==> src/rtl/performance_counter_collector_if.sv <==
// rtl/performance_counter_collector_if.sv - result-write port bundle between collector and result writer
interface performance_counter_collector_if #(
  parameter int CH      = 4,
  parameter int DATA_WD = 32,
  parameter int REQ_WD  = 12
);
  localparam int CH_W = $clog2(CH);

  logic               o_wr_valid;
  logic [CH_W-1:0]    o_wr_ch;
  logic [DATA_WD-1:0] o_wr_cnt;
  logic [REQ_WD-1:0]  o_wr_req_cnt;
  logic               i_wr_ack;

  modport master (
    output o_wr_valid,
    output o_wr_ch,
    output o_wr_cnt,
    output o_wr_req_cnt,
    input  i_wr_ack
  );

  modport slave (
    input  o_wr_valid,
    input  o_wr_ch,
    input  o_wr_cnt,
    input  o_wr_req_cnt,
    output i_wr_ack
  );
endinterface

==> src/rtl/performance_counter_collector.sv <==
// rtl/performance_counter_collector.sv - round-robin drain of per-channel counter snapshots onto one write port
module performance_counter_collector #(
  parameter int CH       = 4,
  parameter int DATA_WD  = 32,
  parameter int REQ_WD   = 12,
  parameter int DRAIN_TO = 255
) (
  input  logic                  i_bus_clk,
  input  logic                  i_bus_rst_n,
  input  logic                  i_enable,
  input  logic [CH-1:0]         i_ready,
  input  logic [CH*DATA_WD-1:0] i_cnt,
  input  logic [CH*REQ_WD-1:0]  i_req_cnt,
  output logic [CH-1:0]         o_cp_cmplt,
  output logic                  o_busy,
  output logic [15:0]           o_snap_cnt,
  output logic                  o_drain_err,
  performance_counter_collector_if.master wr_if
);
  localparam int CH_W  = $clog2(CH);
  localparam int TMR_W = $clog2(DRAIN_TO + 1);

  typedef enum logic [1:0] {S_IDLE, S_WRITE, S_CMPLT, S_DRAIN} state_t;

  state_t             state_q, state_d;
  logic [CH_W-1:0]    ptr_q, ptr_d;
  logic [CH_W-1:0]    grant_q, grant_d;
  logic               wr_valid_q, wr_valid_d;
  logic [CH_W-1:0]    wr_ch_q, wr_ch_d;
  logic [DATA_WD-1:0] wr_cnt_q, wr_cnt_d;
  logic [REQ_WD-1:0]  wr_req_cnt_q, wr_req_cnt_d;
  logic [CH-1:0]      cp_cmplt_q, cp_cmplt_d;
  logic [15:0]        snap_cnt_q, snap_cnt_d;
  logic               drain_err_q, drain_err_d;
  logic               busy_q, busy_d;
  logic [TMR_W-1:0]   timer_q, timer_d;

  logic               sel_found;
  logic [CH_W-1:0]    sel_idx;
  logic [CH_W-1:0]    grant_nxt;
  logic               drain_expired;

  assign grant_nxt     = (grant_q == CH_W'(CH - 1)) ? '0 : grant_q + 1'b1;
  assign drain_expired = (timer_q == TMR_W'(DRAIN_TO - 1));

  // Pick the first ready channel at or above the RR pointer, wrapping; scan high-to-low so the nearest wins
  always_comb begin
    int idx;
    idx       = 0;
    sel_found = 1'b0;
    sel_idx   = '0;
    for (int i = CH - 1; i >= 0; i--) begin
      idx = (int'(ptr_q) + i) % CH;
      if (i_ready[CH_W'(idx)]) begin
        sel_found = 1'b1;
        sel_idx   = CH_W'(idx);
      end
    end
  end

  // All state and output registers, cleared synchronously
  always_ff @(posedge i_bus_clk) begin
    if (!i_bus_rst_n) begin
      state_q      <= S_IDLE;
      ptr_q        <= '0;
      grant_q      <= '0;
      wr_valid_q   <= 1'b0;
      wr_ch_q      <= '0;
      wr_cnt_q     <= '0;
      wr_req_cnt_q <= '0;
      cp_cmplt_q   <= '0;
      snap_cnt_q   <= '0;
      drain_err_q  <= 1'b0;
      busy_q       <= 1'b0;
      timer_q      <= '0;
    end else begin
      state_q      <= state_d;
      ptr_q        <= ptr_d;
      grant_q      <= grant_d;
      wr_valid_q   <= wr_valid_d;
      wr_ch_q      <= wr_ch_d;
      wr_cnt_q     <= wr_cnt_d;
      wr_req_cnt_q <= wr_req_cnt_d;
      cp_cmplt_q   <= cp_cmplt_d;
      snap_cnt_q   <= snap_cnt_d;
      drain_err_q  <= drain_err_d;
      busy_q       <= busy_d;
      timer_q      <= timer_d;
    end
  end

  // Next state: grant, wait for ack, pulse copy-complete, then wait for the granted ready to fall
  always_comb begin
    state_d = state_q;
    case (state_q)
      S_IDLE:  if (i_enable && sel_found) state_d = S_WRITE;
      S_WRITE: if (wr_if.i_wr_ack) state_d = S_CMPLT;
      S_CMPLT: state_d = S_DRAIN;
      S_DRAIN: if (!i_ready[grant_q] || drain_expired) state_d = S_IDLE;
      default: state_d = S_IDLE;
    endcase
  end

  // Registered outputs and datapath: snapshot capture at grant, pulse on ack, pointer advance on drain exit
  always_comb begin
    ptr_d        = ptr_q;
    grant_d      = grant_q;
    wr_valid_d   = wr_valid_q;
    wr_ch_d      = wr_ch_q;
    wr_cnt_d     = wr_cnt_q;
    wr_req_cnt_d = wr_req_cnt_q;
    cp_cmplt_d   = '0;
    snap_cnt_d   = snap_cnt_q;
    drain_err_d  = drain_err_q;
    timer_d      = timer_q;
    case (state_q)
      S_IDLE: begin
        if (i_enable && sel_found) begin
          grant_d      = sel_idx;
          wr_ch_d      = sel_idx;
          wr_valid_d   = 1'b1;
          wr_cnt_d     = i_cnt[int'(sel_idx) * DATA_WD +: DATA_WD];
          wr_req_cnt_d = i_req_cnt[int'(sel_idx) * REQ_WD +: REQ_WD];
        end
      end
      S_WRITE: begin
        if (wr_if.i_wr_ack) begin
          wr_valid_d          = 1'b0;
          cp_cmplt_d[grant_q] = 1'b1;
          snap_cnt_d          = snap_cnt_q + 16'd1;
        end
      end
      S_CMPLT: begin
        timer_d = '0;
      end
      S_DRAIN: begin
        if (!i_ready[grant_q]) begin
          ptr_d = grant_nxt;
        end else if (drain_expired) begin
          drain_err_d = 1'b1;
          ptr_d       = grant_nxt;
        end else begin
          timer_d = timer_q + 1'b1;
        end
      end
      default: ;
    endcase
    busy_d = (state_d != S_IDLE);
  end

  assign o_cp_cmplt         = cp_cmplt_q;
  assign o_busy             = busy_q;
  assign o_snap_cnt         = snap_cnt_q;
  assign o_drain_err        = drain_err_q;
  assign wr_if.o_wr_valid   = wr_valid_q;
  assign wr_if.o_wr_ch      = wr_ch_q;
  assign wr_if.o_wr_cnt     = wr_cnt_q;
  assign wr_if.o_wr_req_cnt = wr_req_cnt_q;
endmodule
==> src/flat_wrapper.sv <==
// flat-port wrapper written by rule: the top's interface ports become plain ports
module performance_counter_collector_flat 
#(
  parameter int CH       = 4,
  parameter int DATA_WD  = 32,
  parameter int REQ_WD   = 12,
  parameter int DRAIN_TO = 255
)
  (i_bus_clk, i_bus_rst_n, i_enable, i_ready, i_cnt, i_req_cnt, o_cp_cmplt, o_busy, o_snap_cnt, o_drain_err, wr_if_o_wr_valid, wr_if_o_wr_ch, wr_if_o_wr_cnt, wr_if_o_wr_req_cnt, wr_if_i_wr_ack);
  performance_counter_collector_if #(.CH(CH), .DATA_WD(DATA_WD), .REQ_WD(REQ_WD)) wr_if_i ();
  input  logic i_bus_clk;
  input  logic i_bus_rst_n;
  input  logic i_enable;
  input  logic [CH-1:0] i_ready;
  input  logic [CH*DATA_WD-1:0] i_cnt;
  input  logic [CH*REQ_WD-1:0] i_req_cnt;
  output logic [CH-1:0] o_cp_cmplt;
  output logic o_busy;
  output logic [15:0] o_snap_cnt;
  output logic o_drain_err;
  output wire logic [$bits(wr_if_i.o_wr_valid)-1:0] wr_if_o_wr_valid;
  output wire logic [$bits(wr_if_i.o_wr_ch)-1:0] wr_if_o_wr_ch;
  output wire logic [$bits(wr_if_i.o_wr_cnt)-1:0] wr_if_o_wr_cnt;
  output wire logic [$bits(wr_if_i.o_wr_req_cnt)-1:0] wr_if_o_wr_req_cnt;
  input wire logic [$bits(wr_if_i.i_wr_ack)-1:0] wr_if_i_wr_ack;
  assign wr_if_o_wr_valid = wr_if_i.o_wr_valid;
  assign wr_if_o_wr_ch = wr_if_i.o_wr_ch;
  assign wr_if_o_wr_cnt = wr_if_i.o_wr_cnt;
  assign wr_if_o_wr_req_cnt = wr_if_i.o_wr_req_cnt;
  assign wr_if_i.i_wr_ack = wr_if_i_wr_ack;
  performance_counter_collector #(.CH(CH), .DATA_WD(DATA_WD), .REQ_WD(REQ_WD), .DRAIN_TO(DRAIN_TO)) u_core (.i_bus_clk(i_bus_clk), .i_bus_rst_n(i_bus_rst_n), .i_enable(i_enable), .i_ready(i_ready), .i_cnt(i_cnt), .i_req_cnt(i_req_cnt), .o_cp_cmplt(o_cp_cmplt), .o_busy(o_busy), .o_snap_cnt(o_snap_cnt), .o_drain_err(o_drain_err), .wr_if(wr_if_i));
endmodule
==> config.mk <==
export PLATFORM = sky130hd
export DESIGN_NAME = performance_counter_collector_flat
export DESIGN_NICKNAME = d
export VERILOG_FILES = /design/src/rtl/performance_counter_collector_if.sv /design/src/rtl/performance_counter_collector.sv /design/src/flat_wrapper.sv
export SDC_FILE = /design/constraint.sdc
export NUM_CORES = 1
export LEC_CHECK = 0
export BUFFER_PORTS_ARGS = -buffer_cell sky130_fd_sc_hd__buf_4
export CELL_PAD_IN_SITES_DETAIL_PLACEMENT = 0
export CELL_PAD_IN_SITES_GLOBAL_PLACEMENT = 1
export CORE_MARGIN = 5
export CORE_UTILIZATION = 32
export DETAILED_ROUTE_END_ITERATION = 8
export GPL_TIMING_DRIVEN = 0
export PLACE_DENSITY_LB_ADDON = 0.1
export SLEW_MARGIN = 0
export SYNTH_ARGS = -nofsm -noshare
export SYNTH_HDL_FRONTEND = slang
export SYNTH_SLANG_ARGS = --single-unit
==> constraint.sdc <==
create_clock -name i_bus_clk -period 2.1 [get_ports i_bus_clk]
set_clock_uncertainty 0.1 [all_clocks]
set_input_delay 0 -clock i_bus_clk [delete_from_list [all_inputs] [get_ports i_bus_clk]]
set_output_delay 0 -clock i_bus_clk [all_outputs]
set_load 0.05 [all_outputs]
[Word level (Yosys, flattened, before mapping)]
Index checks and enable logic that the tools add are counted.
Cells by class
  add/subtract/negate cells: 6
  $mul: 1
  divide/modulo/power cells: 0
  $lt $le $gt $ge: 6
  eq/ne operators: 10
  shifts and indexed selects: 2
  muxes and demuxes: 37
  bitwise operators: 0
  reduce and logical (&&, ||, !) cells: 15
Operator list (count)
  $shiftx A128 B8 Y32: 1
  $shiftx A48 B32 Y12: 1
  $mux W2: 10
  $add A16 B1 Y16 const B: 1
  $lt A2 B4 Y1 const B: 4
  $mux W1: 16
  $mux W8: 2
  $pmux W8 S2: 1
  $reduce_and A3 Y1: 4
  $bmux W1 S2: 5
  $add A8 B1 Y8 const B: 1
  $eq A8 B8 Y1 const B: 1
  $pmux W2 S4: 1
  $eq A2 B2 Y1 const B: 3
  $ne A2 B1 Y1 const B: 3
  $reduce_and A2 Y1: 3
  $reduce_bool A2 Y1: 3
  $add A2 B1 Y2 const B: 2
  $add A2 B2 Y2 const B: 2
  $mul A2 B2 Y4 const B: 1
  $ne A2 B2 Y1 const B: 2
  $lt A2 B3 Y1 const B: 1
  $demux W1 S2: 1
  $eq A2 B1 Y1 const B: 1
  other kinds (6): 7
Storage, ports and cells
  register bits: 81
  bits in latches: 0
  memory bits (writable): 0
  memory bits (read-only): 0
  input bits: 184
  output and inout bits: 69
  memories: 0

[Longest topological paths before layout]
Gate-level depths: netlist (run 1).
  depth in word-level cells: 12
  mapped depth: 8
  depth with buffers taken out: 7

[Worst setup path after synthesis (run 1)]
OpenSTA, ideal clock, no wires.
  kind: flip-flop to flip-flop
  start: register u_core.grant_q[0]
  end: register u_core.ptr_q[0]
  arrival time: 2.005 ns
  path slack: -0.075 ns
  stages on the path, launching flop included: 6
  period minus slack after synthesis: 2.175 ns
  cells stage by stage: dfxtp_1 -> mux4_2 -> o21ai_4 -> nand3_4 -> or3_1 -> a21boi_1
On the way
  longest elaborated chain between the ends: 4
RTL lines
  start: declaration: RTL line performance_counter_collector.sv:27  | logic [CH_W-1:0] grant_q, grant_d;
  start signal: assignment: RTL line performance_counter_collector.sv:79  | grant_q <= grant_d;
  $add A2 B1 Y2 (tied with other cells): RTL line performance_counter_collector.sv:43  | assign grant_nxt = (grant_q == CH_W'(CH - 1)) ? '0 : grant_q + 1'b1;
  $mux W2 or $mux W1 (tied branches): RTL line performance_counter_collector.sv:43, performance_counter_collector.sv:137
  $mux W2 or $ne A2 B1 Y1 (tied branches)
  $mux W2 or $reduce_and A2 Y1 (tied branches)
  end signal: assignment: RTL line performance_counter_collector.sv:78  | ptr_q <= ptr_d;
  end: declaration: RTL line performance_counter_collector.sv:26  | logic [CH_W-1:0] ptr_q, ptr_d;
Several ways; a longest one is shown, not always the timed one. The select of a mux whose other input is x is not followed.
A chain may end at the register's enable or synchronous reset.

[Final worst setup path (run 1)]
  start: register u_core.ptr_q[0]
  end: register u_core.wr_cnt_q[5], in the netlist u_core.wr_if.o_wr_cnt[5]
On the way
  longest elaborated chain between the ends: 10
RTL lines
  parallel branches: the longest is 10 deep, another holds $add A2 B2 Y2
  end signal: assignment: RTL line performance_counter_collector.sv:82  | wr_cnt_q <= wr_cnt_d;
  end: declaration: RTL line performance_counter_collector.sv:30  | logic [DATA_WD-1:0] wr_cnt_q, wr_cnt_d;
Parallel ways; which one is timed is not known. The select of a mux whose other input is x is not followed.

==> impl_metrics.tcl, run 1 <==
set metrics [dict create \
    run_status "complete, no violations" \
    finalPower_w 0.00509 \
    r2r-start "u_core.ptr_q[0]" \
    rows 43 \
    clock-root-buffer "clkbuf_16" \
    syn_inst 446 \
    vias 5318 \
    dp_hpwl_um 12900 \
    wl_per_cell_um 17.9 \
    clock-sinks 81 \
    cp_slowest_cell "dfxtp_1" \
    path_cells "nand2b_1 > and4b_4 > nor2_8 > buf_12 > buf_8 > mux2i_1 > o221ai_2" \
    antenna_found_initial 0 \
    synth_area_leaders "dfxtp_1, mux2i_1, o221ai_1, nand2_1, o221ai_2" \
    required_ns 2.21 \
    yosysWarnings 0 \
    path_class "flop to flop" \
    drt_iter0_drc 123 \
    rsz0062_at_grt "no" \
    die-area_um2 16400 \
    finalSetupViolations 0 \
    whs_endpoint "u_core.wr_if.o_wr_cnt[21]" \
    power.leakage_nw 4.14 \
    whs_ns 0.0123 \
    r2r-end "u_core.wr_if.o_wr_cnt[5]" \
    p_per_area_nw_per_um2 586 \
    cts_tree "built" \
    yosys-top-cells-count "mux2i_1, dfxtp_1, nand2_1, o221ai_1, and2_1" \
    max_slew_margin_pct 66.0 \
    finalCritPeriodShare_pct 93.0 \
    path_clk_slew_ns 0.06 \
    irDropWorstVdd_uv 343 \
    post-route-min-period_ns 1.95 \
    synth_most_common_cell "mux2i_1" \
    final.setup.tns_ns 0 \
    viasPerCell 4.95 \
    grt_max_degree 13 \
    numCtsBuffers 9 \
    antenna_left 0 \
    synth-edff-count 0 \
    end_kind "flop" \
    crit_path_start_kind "flop" \
    wl_met3_um 1360 \
    drive_gt1_share_pct 35.2 \
    reg2reg_depth 7 \
    clk_latency_ns 0.34 \
    critical-path-max-stage-delay_ns 0.33 \
    route.detailed.drc 0 \
    grt_pass1_wl_um 29500 \
    die_h_um 128 \
    holdPathStages 4 \
    crit_path_max_fanout 10 \
    die_x_um 128 \
    first_global_vias 5748 \
    max_freq_ghz 0.512 \
    ff2ff_setup_slack_ns 0.15 \
    initial_core_util_pct 32.4 \
    routed.top_layer "met4" \
    synth_nets 637 \
    ys_ff_latch 81 \
    ys.flop_type "dfxtp_1" \
    worstMarginPinSlew_ns 0.507 \
    io_pins 253 \
    grt_overflow 0 \
    hp-class "input pin to flop" \
    track_usage_pct 22.8 \
    clockBufferDepth 2 \
    wl_met1_um 7540 \
    htree_levels 3 \
    area_delta_synth_final_pct 94.8 \
    synth_area_leader_cell "dfxtp_1" \
    firstDrtPassIters 4 \
    postCtsSetupBuffers 0 \
    routed_wl_um 19200 \
    synthDistinctLibCells 54 \
    hp-start "i_cnt[85]" \
    cpLargestDelayFamily "simple AND/OR/NAND/NOR gates" \
    synth_top_area_share_pct 36.4 \
    max_cap_violations 0 \
    wl_met2_um 9460 \
    io_buffers 252 \
    gp_congestion 0.916 \
    slew_violations 0 \
    final_hold_viol_count 0 \
    seq_area_frac_synth_pct 36.4 \
    netlist_area_um2 4460 \
    critPathBufInv 2 \
    avgSynthCellArea_um2 10.0 \
    ys_async_sr_fraction_pct 0 \
    crit_arrival_ns 2.07 \
    finalNetCount 1075 \
    core_area_um2 13800 \
]
tightest hold or removal path, stage by stage:
cell and delay (ns):
buf_4 0.08, and3_1 0.14, o2111ai_1 0.11, o211ai_1 0.09
per-layer routing:
metal / GRT usage, % / vias up
met5: 0 / -
met4: 12.8 / 0
met3: 5.88 / 57
met2: 39.2 / 230
met1: 25.5 / 2492
li1: - / 2539
cell type report:
cell class | count | area (um2)
antenna | 6 | 15.0
buffer | 30 | 234
clock buffer | 13 | 270
clock inverter | 2 | 60.1
fill | 1100 | 5090
inverter | 7 | 26.3
multi-input combinational | 328 | 2590
sequential | 81 | 1620
tap | 180 | 225
timing repair buffer | 427 | 3640
worst max-delay path by stage:
stage,startpoint,to,slack [ns],cells past startpoint
finish,u_core.ptr_q[0],u_core.wr_if.o_wr_cnt[5],0.15,7
detailed placement,u_core.ptr_q[0],u_core.wr_if.o_wr_cnt[1],0.08,6
global placement,u_core.ptr_q[0],u_core.wr_if.o_wr_cnt[30],0.11,6
global route,u_core.ptr_q[0],u_core.wr_if.o_wr_cnt[1],0.06,6
floorplan,u_core.grant_q[1],u_core.ptr_q[0],0.13,5
CTS,u_core.ptr_q[0],u_core.wr_if.o_wr_cnt[1],0.07,6
flip-flops by register name, summed over array words and instances, names as in the netlist:
| signal | cells |
|---|---|
| u_core.o_snap_cnt | 16 |
| u_core.grant_q | 2 |
| u_core.wr_if.o_wr_req_cnt | 12 |
| u_core.o_cp_cmplt | 4 |
| u_core.o_busy | 1 |
| u_core.wr_if.o_wr_valid | 1 |
| u_core.state_q | 2 |
| u_core.ptr_q | 2 |
| u_core.wr_if.o_wr_cnt | 32 |
| u_core.timer_q | 8 |
| u_core.o_drain_err | 1 |
placed cells by master, fill, tap and decap left out, drive strengths merged, types with 2 or more instances in the layout:
master,netlist,layout
xnor2,13,13
dfxtp,81,81
and3,7,7
a21oi,7,7
nand3,12,12
or3,3,3
nor3,2,2
inv,7,7
mux2i,90,90
xor2,3,3
nand4,10,10
ha,7,7
and4,4,4
clkbuf,8,21
o21a,3,3
o211ai,2,2
nor2,14,14
nand2,53,53
o221ai,43,43
nor2b,8,8
o22ai,2,2
and2,14,14
bufinv,0,2
nand4b,2,2
o21ai,8,8
nand2b,4,4
buf,22,274
dlygate4sd3,0,175
a21boi,4,4
diode,0,6
o2111ai,2,2
per-stage QoR:
step | area, um2 | instances | setup slack, ns | util, %
after floorplan | 4460 | 446 | 0.127 | -
after global placement | 6580 | 878 | 0.114 | 47.8
after detailed placement | 6580 | 878 | 0.0830 | 47.8
after CTS | 8660 | 1068 | 0.0726 | 62.9
after global routing | 8670 | 1068 | 0.0578 | 63.0
final | 8690 | 1074 | 0.148 | 63.1
kinds of logic after synthesis:
group                    count (synthesis)  share of synthesized area, %
multiplexers                            91                          20.7
flip-flops                              81                          36.4
adder cells (fa/ha/maj)                  7                          1.96
XOR/XNOR                                16                          3.14
AO/OA/AOI/OAI                           76                          15.0
buffers and inverters                   37                          5.84
AND/OR/NAND/NOR                        138                          17.0
report_power, final:
group          switching, W  total [W]  internal, W
Clock              0.000636    0.00177      0.00113
Sequential        0.0000574    0.00169      0.00164
Combinational      0.000827    0.00163     0.000800
Total               0.00152    0.00509      0.00357
what timing repair did:
| action | 4_1_cts | 5_1_grt |
|---|---|---|
| endpoints found under the setup margin | 0 | 21 |
| endpoints found under the hold margin | 45 | 0 |
| resized for setup | 0 | 2 |
| hold buffers | 175 | 0 |
Power figures use the tool's default switching activity.
==> run 2: changes to the inputs <==
--- a/config.mk
+++ b/config.mk
@@ -6,13 +6,13 @@
 export NUM_CORES = 1
 export LEC_CHECK = 0
 export BUFFER_PORTS_ARGS = -buffer_cell sky130_fd_sc_hd__buf_4
+export CAP_MARGIN = 30
 export CELL_PAD_IN_SITES_DETAIL_PLACEMENT = 0
 export CELL_PAD_IN_SITES_GLOBAL_PLACEMENT = 1
-export CORE_MARGIN = 5
 export CORE_UTILIZATION = 32
 export DETAILED_ROUTE_END_ITERATION = 8
 export GPL_TIMING_DRIVEN = 0
-export PLACE_DENSITY_LB_ADDON = 0.1
+export PLACE_DENSITY = 0.81
 export SLEW_MARGIN = 0
 export SYNTH_ARGS = -nofsm -noshare
 export SYNTH_HDL_FRONTEND = slang
==> impl_metrics.tcl, run 2 (synthesis results as in run 1) <==
set metrics [dict create \
    run_status "complete, no violations" \
    final_hold_viol_count 0 \
    max_cap_violations 0 \
    largest_reg_flops 32 \
    viasPerCell 5.06 \
    path_cells "nand2b_1 > and4b_4 > nor2_8 > clkbuf_4 > mux2i_1 > o221ai_2" \
    final_common_cell "buf_4" \
    finalSetupViolations 0 \
    irDropWorstVdd_uv 327 \
    track_usage_pct 25.9 \
    antenna_left 0 \
    clk_latency_ns 0.34 \
    pwr-share-comb_pct 31.2 \
    worstMarginPinSlew_ns 0.478 \
    post-route-min-period_ns 2.00 \
    htree_levels 3 \
    cp_slowest_cell "mux2i_1" \
    final.setup.tns_ns 0 \
    postCtsSetupBuffers 0 \
    initial_core_util_pct 33.3 \
    final_cell_mix "buf_4, dlygate4sd3_1, mux2i_1, dfxtp_1, nand2_1" \
    numCtsBuffers 9 \
    finalCritPeriodShare_pct 95.1 \
    wl_per_cell_um 18.0 \
    p_per_area_nw_per_um2 604 \
    net-switching-power_w 0.00154 \
    pwr-share-seq_pct 32.3 \
    pwr-share-clk_pct 36.5 \
    die-area_um2 14400 \
    route.detailed.drc 0 \
    hp-class "input pin to flop" \
    hold_buffers 176 \
    grt_max_degree 14 \
    firstDrtPassIters 4 \
    required_ns 2.21 \
    core_area_um2 13400 \
    intPower_w 0.00372 \
    io_pins 253 \
    critPathBufInv 1 \
    whs_ns 0.0738 \
    die_h_um 120 \
    clockBufferDepth 2 \
    max_slew_margin_pct 67.9 \
    cts-resized-gates 0 \
    path_class "flop to flop" \
    crit_path_max_fanout 10 \
    cpLargestDelayFamily "simple AND/OR/NAND/NOR gates" \
    clock-sinks 81 \
    power.leakage_nw 4.16 \
    grt_pass1_wl_um 29100 \
    slew_violations 0 \
    ff2ff_setup_slack_ns 0.10 \
    antenna_found_initial 1 \
    routed_wl_um 19200 \
    fill_cells 1007 \
    io_buffers 252 \
    vias 5404 \
    crit_arrival_ns 2.11 \
    critical-path-max-stage-delay_ns 0.42 \
    fin_util_pct 64.9 \
    first_global_vias 5681 \
    die_x_um 120 \
    path_clk_slew_ns 0.06 \
    rsz0062_at_grt "no" \
    max_freq_ghz 0.501 \
    dp_hpwl_um 11700 \
    drive_gt1_share_pct 35.2 \
    drt_iter0_drc 346 \
    finalNetCount 1076 \
    end_kind "flop" \
    grt_overflow 0 \
    clock-root-buffer "clkbuf_16" \
    sw_frac_of_total_pct 29.3 \
    rows 42 \
    crit_path_start_kind "flop" \
    gp_congestion 0.776 \
    cts_tree "built" \
    area_delta_synth_final_pct 95.1 \
]
==> run 2: cell types whose count changed in the layout (fill, tap and decap cells not counted), sizes merged <==
cell,previous run,this run
bufinv,2,4
clkbuf,21,18
clkinv,0,2
diode,6,2
dlygate4sd3,175,176
==> run 2: layer usage <==
layer / share of wire, % / vias to the layer above / GRT usage (%)
li1: - / 2542 / -
met1: 37 / 2541 / 27.2
met2: 51 / 256 / 46.4
met3: 7.1 / 65 / 7.75
met4: 4.2 / 0 / 13.4
met5: 0 / - / 0
==> run 2: final timing paths <==
kind	from	depth (start not counted)	end
min reg2reg	u_core.wr_if.o_wr_req_cnt[0]	2	u_core.wr_if.o_wr_req_cnt[0]
min	i_bus_rst_n	5	u_core.wr_if.o_wr_cnt[23]
max reg2reg	u_core.ptr_q[0]	6	u_core.wr_if.o_wr_cnt[2]
max	u_core.ptr_q[0]	6	u_core.wr_if.o_wr_cnt[2]
==> run 2: per-stage QoR <==
step | power, W | cell area, um2 | worst slack, ns | cells
after floorplan | 0.00251 | 4460 | 0.127 | 446
after global placement | 0.00304 | 6570 | 0.210 | 874
after detailed placement | 0.00306 | 6570 | 0.132 | 874
after CTS | 0.00526 | 8690 | 0.142 | 1066
after global routing | 0.00546 | 8700 | 0.0000984 | 1067
final | 0.00526 | 8700 | 0.103 | 1068
==> run 2: final cells by class <==
class / count / area (um2) / share of cell area [%]
repair buffers: 428 / 3650 / 42.0
clock inverters: 6 / 130 / 1.50
flip-flops and latches: 81 / 1620 / 18.7
inverters: 7 / 26.3 / 0.302
diodes: 2 / 5.00 / 0.0575
multi-input cells: 328 / 2580 / 29.6
plain buffers: 30 / 234 / 2.69
well taps: 176 / 220 / 2.53
clock buffers: 10 / 229 / 2.63
==> run 2: worst min-delay path, stage by stage <==
cell,delay (ns)
buf_4,0.10
nor2b_4,0.13
buf_6,0.13
nand2_1,0.06
o221ai_1,0.05
==> run 2: power by group through the flow <==
stage,logic [W],registers [W],clock network (W)
floorplan,0.000460,0.00205,0
global placement,0.00131,0.00172,0
detailed placement,0.00133,0.00173,0
CTS,0.00160,0.00169,0.00197
global route,0.00171,0.00171,0.00204
finish,0.00164,0.00170,0.00192
